`src/rtl/alu_pkg.sv`:
```
// Shared widths, FSM encoding and port index type for the two-port ALU arbiter.
package alu_pkg;

   localparam int DW  = 32;
   localparam int OPW = 5;

   typedef enum logic [1:0] {
      ST_IDLE = 2'd0,
      ST_EXEC = 2'd1,
      ST_RESP = 2'd2
   } state_t;

   typedef logic port_t;

endpackage

```
`src/rtl/rr_arb2.sv`:
```
// Two-way round-robin grant: the preferred port wins when it requests, otherwise the other port.
// Purely combinational, one-hot grant plus its index; no grant when neither port requests.
module rr_arb2
   import alu_pkg::*;
(
   input  logic [1:0] i_req,
   input  port_t      i_rr_ptr,
   output logic [1:0] o_gnt,
   output port_t      o_gnt_id
);

   always_comb begin
      o_gnt    = 2'b00;
      o_gnt_id = i_rr_ptr;
      if (i_req[i_rr_ptr]) begin
         o_gnt[i_rr_ptr] = 1'b1;
         o_gnt_id        = i_rr_ptr;
      end else if (i_req[~i_rr_ptr]) begin
         o_gnt[~i_rr_ptr] = 1'b1;
         o_gnt_id         = ~i_rr_ptr;
      end
   end

endmodule

```
`src/rtl/alu_arbiter.sv`:
```
// Shares one combinational ALU between two requesters; one command in flight, round-robin grant.
// Accept edge N, ALU evaluated in EXEC, registered result valid after edge N+1, held until rsp_ready.
module alu_arbiter
   import alu_pkg::*;
(
   input  logic                 clk,
   input  logic                 rst,
   input  logic [1:0]           req_valid,
   output logic [1:0]           req_ready,
   input  logic [2*DW-1:0]      req_a,
   input  logic [2*DW-1:0]      req_b,
   input  logic [2*OPW-1:0]     req_op,
   output logic [1:0]           rsp_valid,
   output logic [DW-1:0]        rsp_out,
   input  logic [1:0]           rsp_ready,
   output logic [DW-1:0]        alu_a,
   output logic [DW-1:0]        alu_b,
   output logic [OPW-1:0]       alu_op,
   input  logic [DW-1:0]        alu_out
);

   state_t           r_state;
   state_t           w_next;
   port_t            r_ptr;
   port_t            r_gnt_id;
   port_t            w_gnt_id;
   logic [1:0]       w_gnt;
   logic             w_accept;
   logic             w_rsp_hs;
   logic [DW-1:0]    r_a;
   logic [DW-1:0]    r_b;
   logic [OPW-1:0]   r_op;
   logic [DW-1:0]    r_rsp;
   logic [1:0]       r_rsp_vld;
   logic [DW-1:0]    w_sel_a;
   logic [DW-1:0]    w_sel_b;
   logic [OPW-1:0]   w_sel_op;

   rr_arb2 u_arb (
      .i_req    (req_valid),
      .i_rr_ptr (r_ptr),
      .o_gnt    (w_gnt),
      .o_gnt_id (w_gnt_id)
   );

   assign w_sel_a  = w_gnt_id ? req_a[DW +: DW]   : req_a[0 +: DW];
   assign w_sel_b  = w_gnt_id ? req_b[DW +: DW]   : req_b[0 +: DW];
   assign w_sel_op = w_gnt_id ? req_op[OPW +: OPW] : req_op[0 +: OPW];

   // req_ready is forced low during reset so nothing is accepted on a reset edge.
   always_comb begin
      w_next    = r_state;
      req_ready = 2'b00;
      w_accept  = 1'b0;
      w_rsp_hs  = 1'b0;
      case (r_state)
         ST_IDLE: begin
            if (!rst && (|w_gnt)) begin
               req_ready = w_gnt;
               w_accept  = 1'b1;
               w_next    = ST_EXEC;
            end
         end
         ST_EXEC: w_next = ST_RESP;
         ST_RESP: begin
            if (rsp_ready[r_gnt_id]) begin
               w_rsp_hs = 1'b1;
               w_next   = ST_IDLE;
            end
         end
         default: w_next = ST_IDLE;
      endcase
   end

   always_ff @(posedge clk) begin
      if (rst) r_state <= ST_IDLE;
      else     r_state <= w_next;
   end

   always_ff @(posedge clk) begin
      if (rst) begin
         r_ptr     <= 1'b0;
         r_gnt_id  <= 1'b0;
         r_a       <= '0;
         r_b       <= '0;
         r_op      <= '0;
         r_rsp     <= '0;
         r_rsp_vld <= 2'b00;
      end else begin
         if (w_accept) begin
            r_a      <= w_sel_a;
            r_b      <= w_sel_b;
            r_op     <= w_sel_op;
            r_gnt_id <= w_gnt_id;
            r_ptr    <= ~w_gnt_id;
         end
         if (r_state == ST_EXEC) begin
            r_rsp     <= alu_out;
            r_rsp_vld <= r_gnt_id ? 2'b10 : 2'b01;
         end
         if (w_rsp_hs) r_rsp_vld <= 2'b00;
      end
   end

   assign alu_a     = r_a;
   assign alu_b     = r_b;
   assign alu_op    = r_op;
   assign rsp_out   = r_rsp;
   assign rsp_valid = r_rsp_vld;

endmodule

```
`config.mk`:
```
export PLATFORM = sky130hd
export DESIGN_NAME = alu_arbiter
export DESIGN_NICKNAME = d
export VERILOG_FILES = /design/src/rtl/alu_pkg.sv /design/src/rtl/rr_arb2.sv /design/src/rtl/alu_arbiter.sv
export SDC_FILE = /design/constraint.sdc
export NUM_CORES = 1
export LEC_CHECK = 0
export ABC_AREA = 1
export CORE_ASPECT_RATIO = 1.1
export CORE_MARGIN = 1
export CORE_UTILIZATION = 43
export DETAILED_ROUTE_END_ITERATION = 16
export PLACE_DENSITY = 0.87
export SLEW_MARGIN = 20
export SYNTH_ARGS = -nofsm -noshare
export SYNTH_HDL_FRONTEND = slang
export SYNTH_SLANG_ARGS = --single-unit
```
`constraint.sdc`:
```
create_clock -name clk -period 3.5 [get_ports clk]
set_input_delay 0.525 -clock clk [delete_from_list [all_inputs] [get_ports clk]]
set_output_delay 0.525 -clock clk [all_outputs]
set_load 0.03 [all_outputs]
```
**Word level (Yosys, flattened, before mapping)**

Index checks and enable logic that the tools add are counted.

- Register bits after elaboration: 107
- Bits of input ports: 176
- Output and inout bits: 105

- Bitwise logic cells: 2
- Equal/unequal tests: 4
- Reduce and logical (&&, ||, !) cells: 8
- Mux-type cells: 27
- $lt $le $gt $ge: 5

Operators by type and width:

| kind | count |
|---|---|
| 2-to-1 mux 32 bit | 2 |
| 2-to-1 mux 1 bit | 14 |
| 2-to-1 mux 2 bit | 7 |
| < comparator 1 x 2 -> 1 bit, second input constant | 3 |
| one-hot mux 2 bit (3 select lines) | 1 |
| 2-to-1 mux 5 bit | 1 |
| inequality test 2 bit, second input constant | 2 |
| OR reduction 2 bit | 2 |
| logical AND 1 bit | 3 |
| demux 1 bit (select 1 bit) | 2 |
| == test 2 x 1 -> 1 bit, second input constant | 1 |
| == test 2 bit, second input constant | 1 |
| >= comparator 1 bit, second input constant | 2 |
| logical NOT 2 bit | 1 |
| NOT 1 bit | 2 |
| AND reduction 2 bit | 1 |
| logical NOT 1 bit | 1 |

**Logic depth before layout (Yosys ltp)**

- Word-level depth: 11
- Depth in mapped cells: 11
- Gate-level depth less buffers: 10

**By module**

Synthesis repeated with hierarchy kept, for this count alone.

- Cell total of the unflattened synthesis: 854
- Area, all modules: 5,058.6 µm²

By module, submodules not included:

| module | instances | cells an instance | area an instance (µm²) | seq. area each (µm²) |
|---|---|---|---|---|
| alu_arbiter | 1 | 839 | 4,986.0 | 2,142.1 |
| rr_arb2 | 1 | 15 | 72.6 | 0.0 |

**Worst setup path before layout**

No wires, ideal clock.

- Path kind: input-to-output
- Start point: input port req_valid[1]
- End point: output port req_ready[0]
- Buffers on the path: 1
- Slack: 1,310 ps
- Stages: 4
- Arrival: 1,665 ps
- Path through: nand2_2 buf_2 inv_1 a211oi_1

- Cells in the longest elaborated chain, start to end: 8
- Elaborated cells between the ends (all ways): 10
- Classes of those cells: mux (8); reduce/logical (2)

RTL lines:

| what | line | source |
|---|---|---|
| start, declared | alu_arbiter.sv:8 | `input logic [1:0] req_valid,` |
| 2-to-1 mux 1 bit (implied by the code) (2 in series) | rr_arb2.sv:18 | `end else if (i_req[~i_rr_ptr]) begin` |
| 2-to-1 mux 2 bit | rr_arb2.sv:18 |  |
| 2-to-1 mux 2 bit (*) | rr_arb2.sv:15 | `if (i_req[i_rr_ptr]) begin` |
| OR reduction 2 bit | alu_arbiter.sv:58 | `if (!rst && (\|w_gnt)) begin` |
| logical AND 1 bit | alu_arbiter.sv:58 |  |
| 2-to-1 mux 2 bit (*) | alu_arbiter.sv:58 |  |
| 2-to-1 mux 2 bit (*) | alu_arbiter.sv:56 | `case (r_state)` |
| end, declared | alu_arbiter.sv:9 | `output logic [1:0] req_ready,` |

Every way passes the cells marked *; elsewhere a longest branch is shown, timed or not. The select of a mux whose other input is x is not followed.

**Final worst setup path**

- Start point: input port req_valid[0]
- End point: output port req_ready[1]

The elaborated chain is that of the path after synthesis.

==> impl_results.md <==
* Status: completed
* Reg2reg setup slack at around 1300 ps
* # IOs at 281
* Cell row count at 41
* Leak Pwr at about 3.3 nW
* Arr. time, crit path at between 2000 and 2500 ps
* CP Capture Point: req_ready[1]
* Final setup fails at 0
* Worst setup EP type: primary output
* Setup Buffers After CTS at 0
* DR vias/cell at ~4.9
* Worst r2r dst: r_ptr$_SDFFE_PP0P_
* Commonest non-fill, non-tap cell in the layout: clkdlybuf4s50_1
* First-pass GRT wire length at ~25 mm
* Final Hold Viols at 0
* Sequential cell area at around 2100 µm²
* Most frequent CP cell: clkdlybuf4s50_1
* CTS Buffer Depth at 2
* Total Power at approximately 4 mW
* Drt drc at 0
* Critical path, cell by cell: clkdlybuf4s50_1, nand2_8, nand2_1, nor2_1, clkdlybuf4s50_1
* Achievable Freq at ~390 MHz
* Crit path required time at 2970 ps
* CTS clk-pin slew, worst paths at 70 ps
* Final HPWL from detailed placement at between 10 and 15 mm
* TNS Setup at 0 ps
* Crit share post-route at 73.7%
* Share of cells above drive strength 1 at roughly 15%
* Worst setup startpoint: req_valid[0]
* Hold Crit Class: reg -> reg
* Htree depth at 3
* CTS Hold Buffers Added at 0
* Antenna Cells at 0
* Vias at 5459
* Resized Gates After CTS at 0
* Kind of critical path: in -> out
* Final nets at about 1100
* Gr ovfl total at 0
* Clock skew at approximately 3.6 ps
* CTS root buf: clkbuf_16
* DRT Pass-1 Iters at 4
* Footprint of the multi-input gates at around 2700 µm²
* Crit path max fanout at 4
* Seq/Total Area, Yosys at between 40 and 50%
* Clock latency on the worst-skew pair at ~340 ps
* Initial drt markers at around 310
* Max VDD drop at ~0.00027 V
* Max-cap violations at 0
* R2R depth at 10
* Synthesis-stage register bit count at approximately 110
* Pin slew with the least headroom to its limit at 1110 ps
* Mapped Nets at 888
* Library cells used by synthesis at 26
* Initial Util at 44.9%
* RSZ-0062 raised after global routing: no
* Max Slew Vio Count at 0
* Tot GR Track Use at roughly 25%
* Area grow syn2layout at 57.4%
* Slowest CP cell: clkdlybuf4s50_1
* Total Wirelength at 15.8 mm
* Final ANT Viol Nets at 0
* Reg2reg start: r_ptr$_SDFFE_PP0P_
* Fin crit period at between 2000 and 3000 ps
* Total CTS buffers at 9
* WL/cell at 14.2 µm
* Cells after synthesis at between 700 and 800
* Pwr Density at between 400 and 500 nW/µm²
* Cell Area, Synth at around 5300 µm²
* Largest net degree at the start of global routing at 71
* Sink Count at 107
* Commonest cells after routing, fill and taps aside: clkdlybuf4s50_1 (278), nand2_1 (234), dfxtp_1 (107)
* Initial antenna violation count at 0
* Startpoint Class: primary input
* Die H at about 120 µm
* Die Wd at 107 µm
* Slew HR at about a quarter
* Die footprint at 12700 µm²
* Fillcell total at ~980
* Syn. warnings at 0
* Slowest stage delay, CP at a little over 700 ps
* GPL Wtd Cong at 0.816
* Port bufs at 280
* Core Area at between 10000 and 15000 µm²
* Vias in the first global route at roughly 5000
* Syn avg cell area at between 7 and 8 µm²
* CTS tree: done
synth_stat cells:
cell type / number / share of area (%)
buf_8: 1 / 0.29
nor3_4: 1 / 0.31
o21ai_0: 33 / 3.1
nor2_1: 67 / 4.8
buf_6: 3 / 0.64
or2_2: 1 / 0.12
ha_1: 1 / 0.24
nand2_2: 49 / 5.8
buf_2: 19 / 1.8
inv_1: 8 / 0.57
inv_2: 2 / 0.14
a211oi_1: 1 / 0.14
nand2_4: 2 / 0.43
a21oi_2: 58 / 9.7
buf_4: 6 / 0.86
clkbuf_1: 18 / 1.3
a21oi_1: 15 / 1.4
buf_12: 6 / 2.3
nand2_8: 2 / 0.76
o21ai_1: 4 / 0.38
nor2_4: 1 / 0.21
dfxtp_1: 107 / 41
nand2_1: 234 / 17
nand3_1: 70 / 6.7
nand3b_4: 1 / 0.38
clkinv_2: 1 / 0.095
sequential cells by signal, summed over array words and instances, names as in the netlist:
signal     cells
r_state        2
rsp_valid      2
alu_b         32
rsp_out       32
r_ptr          1
alu_a         32
r_gnt_id       1
alu_op         5
stage by stage:
step | worst slack [ps] | cells | util [%] | area (µm²) | hold WS [ps]
6_report | 922 | 1111 | 70.7 | 8270 | 463
5_1_grt | 842 | 1111 | 70.7 | 8270 | 473
4_1_cts | 896 | 1111 | 70.7 | 8270 | 465
3_5_place_dp | 745 | 1095 | 67.9 | 7940 | 454
3_3_place_gp | 771 | 1095 | 67.9 | 7940 | 452
2_1_floorplan | 1310 | 711 | - | 5250 | 454
area by class of cell:
cell class / count / area share [%]
inverters: 11 / 0.515
clock buffers: 12 / 3.10
clock inverters: 4 / 0.878
flip-flops and latches: 107 / 25.9
multi-input cells: 540 / 32.6
repair buffers: 287 / 34.8
well taps: 150 / 2.27
report_power, final:
part	internal, mW	switching (mW)
Combinational	0.613	0.825
Sequential	1.35	0.0787
Clock	0.665	0.438
critical path: cells and delay by family:
kind / cells / cell delay, ps
buffers and inverters: 2 / 1220
and+or+nand+nor: 3 / 290
kinds of logic (layout without fill, tap and decap cells):
family	Yosys count	after routing	share of synthesized area, %
and+or+nand+nor	428	428	36.2
AOI/OAI and AO/OA	111	111	14.8
DFF	107	107	40.8
buffers and inverters	64	314	7.98
adders and majority gates	1	1	0.238
worst min-delay path by stage:
stage	slack (ps)	from	to	cells after the start
2_1_floorplan	450	r_gnt_id$_SDFFE_PP0P_	r_gnt_id$_SDFFE_PP0P_	2
3_3_place_gp	450	alu_op[0]$_SDFFE_PP0P_	alu_op[0]$_SDFFE_PP0P_	2
3_5_place_dp	450	alu_op[0]$_SDFFE_PP0P_	alu_op[0]$_SDFFE_PP0P_	2
4_1_cts	460	alu_op[0]$_SDFFE_PP0P_	alu_op[0]$_SDFFE_PP0P_	2
5_1_grt	470	alu_op[0]$_SDFFE_PP0P_	alu_op[0]$_SDFFE_PP0P_	2
6_report	460	alu_a[29]$_SDFFE_PP0P_	alu_a[29]$_SDFFE_PP0P_	2
layer usage:
metal | vias to the layer above | wire length (µm) | GRT usage, %
met2 | 237 | 7830 | 44.0
met4 | 0 | 403 | 9.76
li1 | 2760 | - | -
met1 | 2434 | 6160 | 27.1
met3 | 28 | 1380 | 7.03
met5 | - | 0 | 0
(Power assumes the default switching activity.)
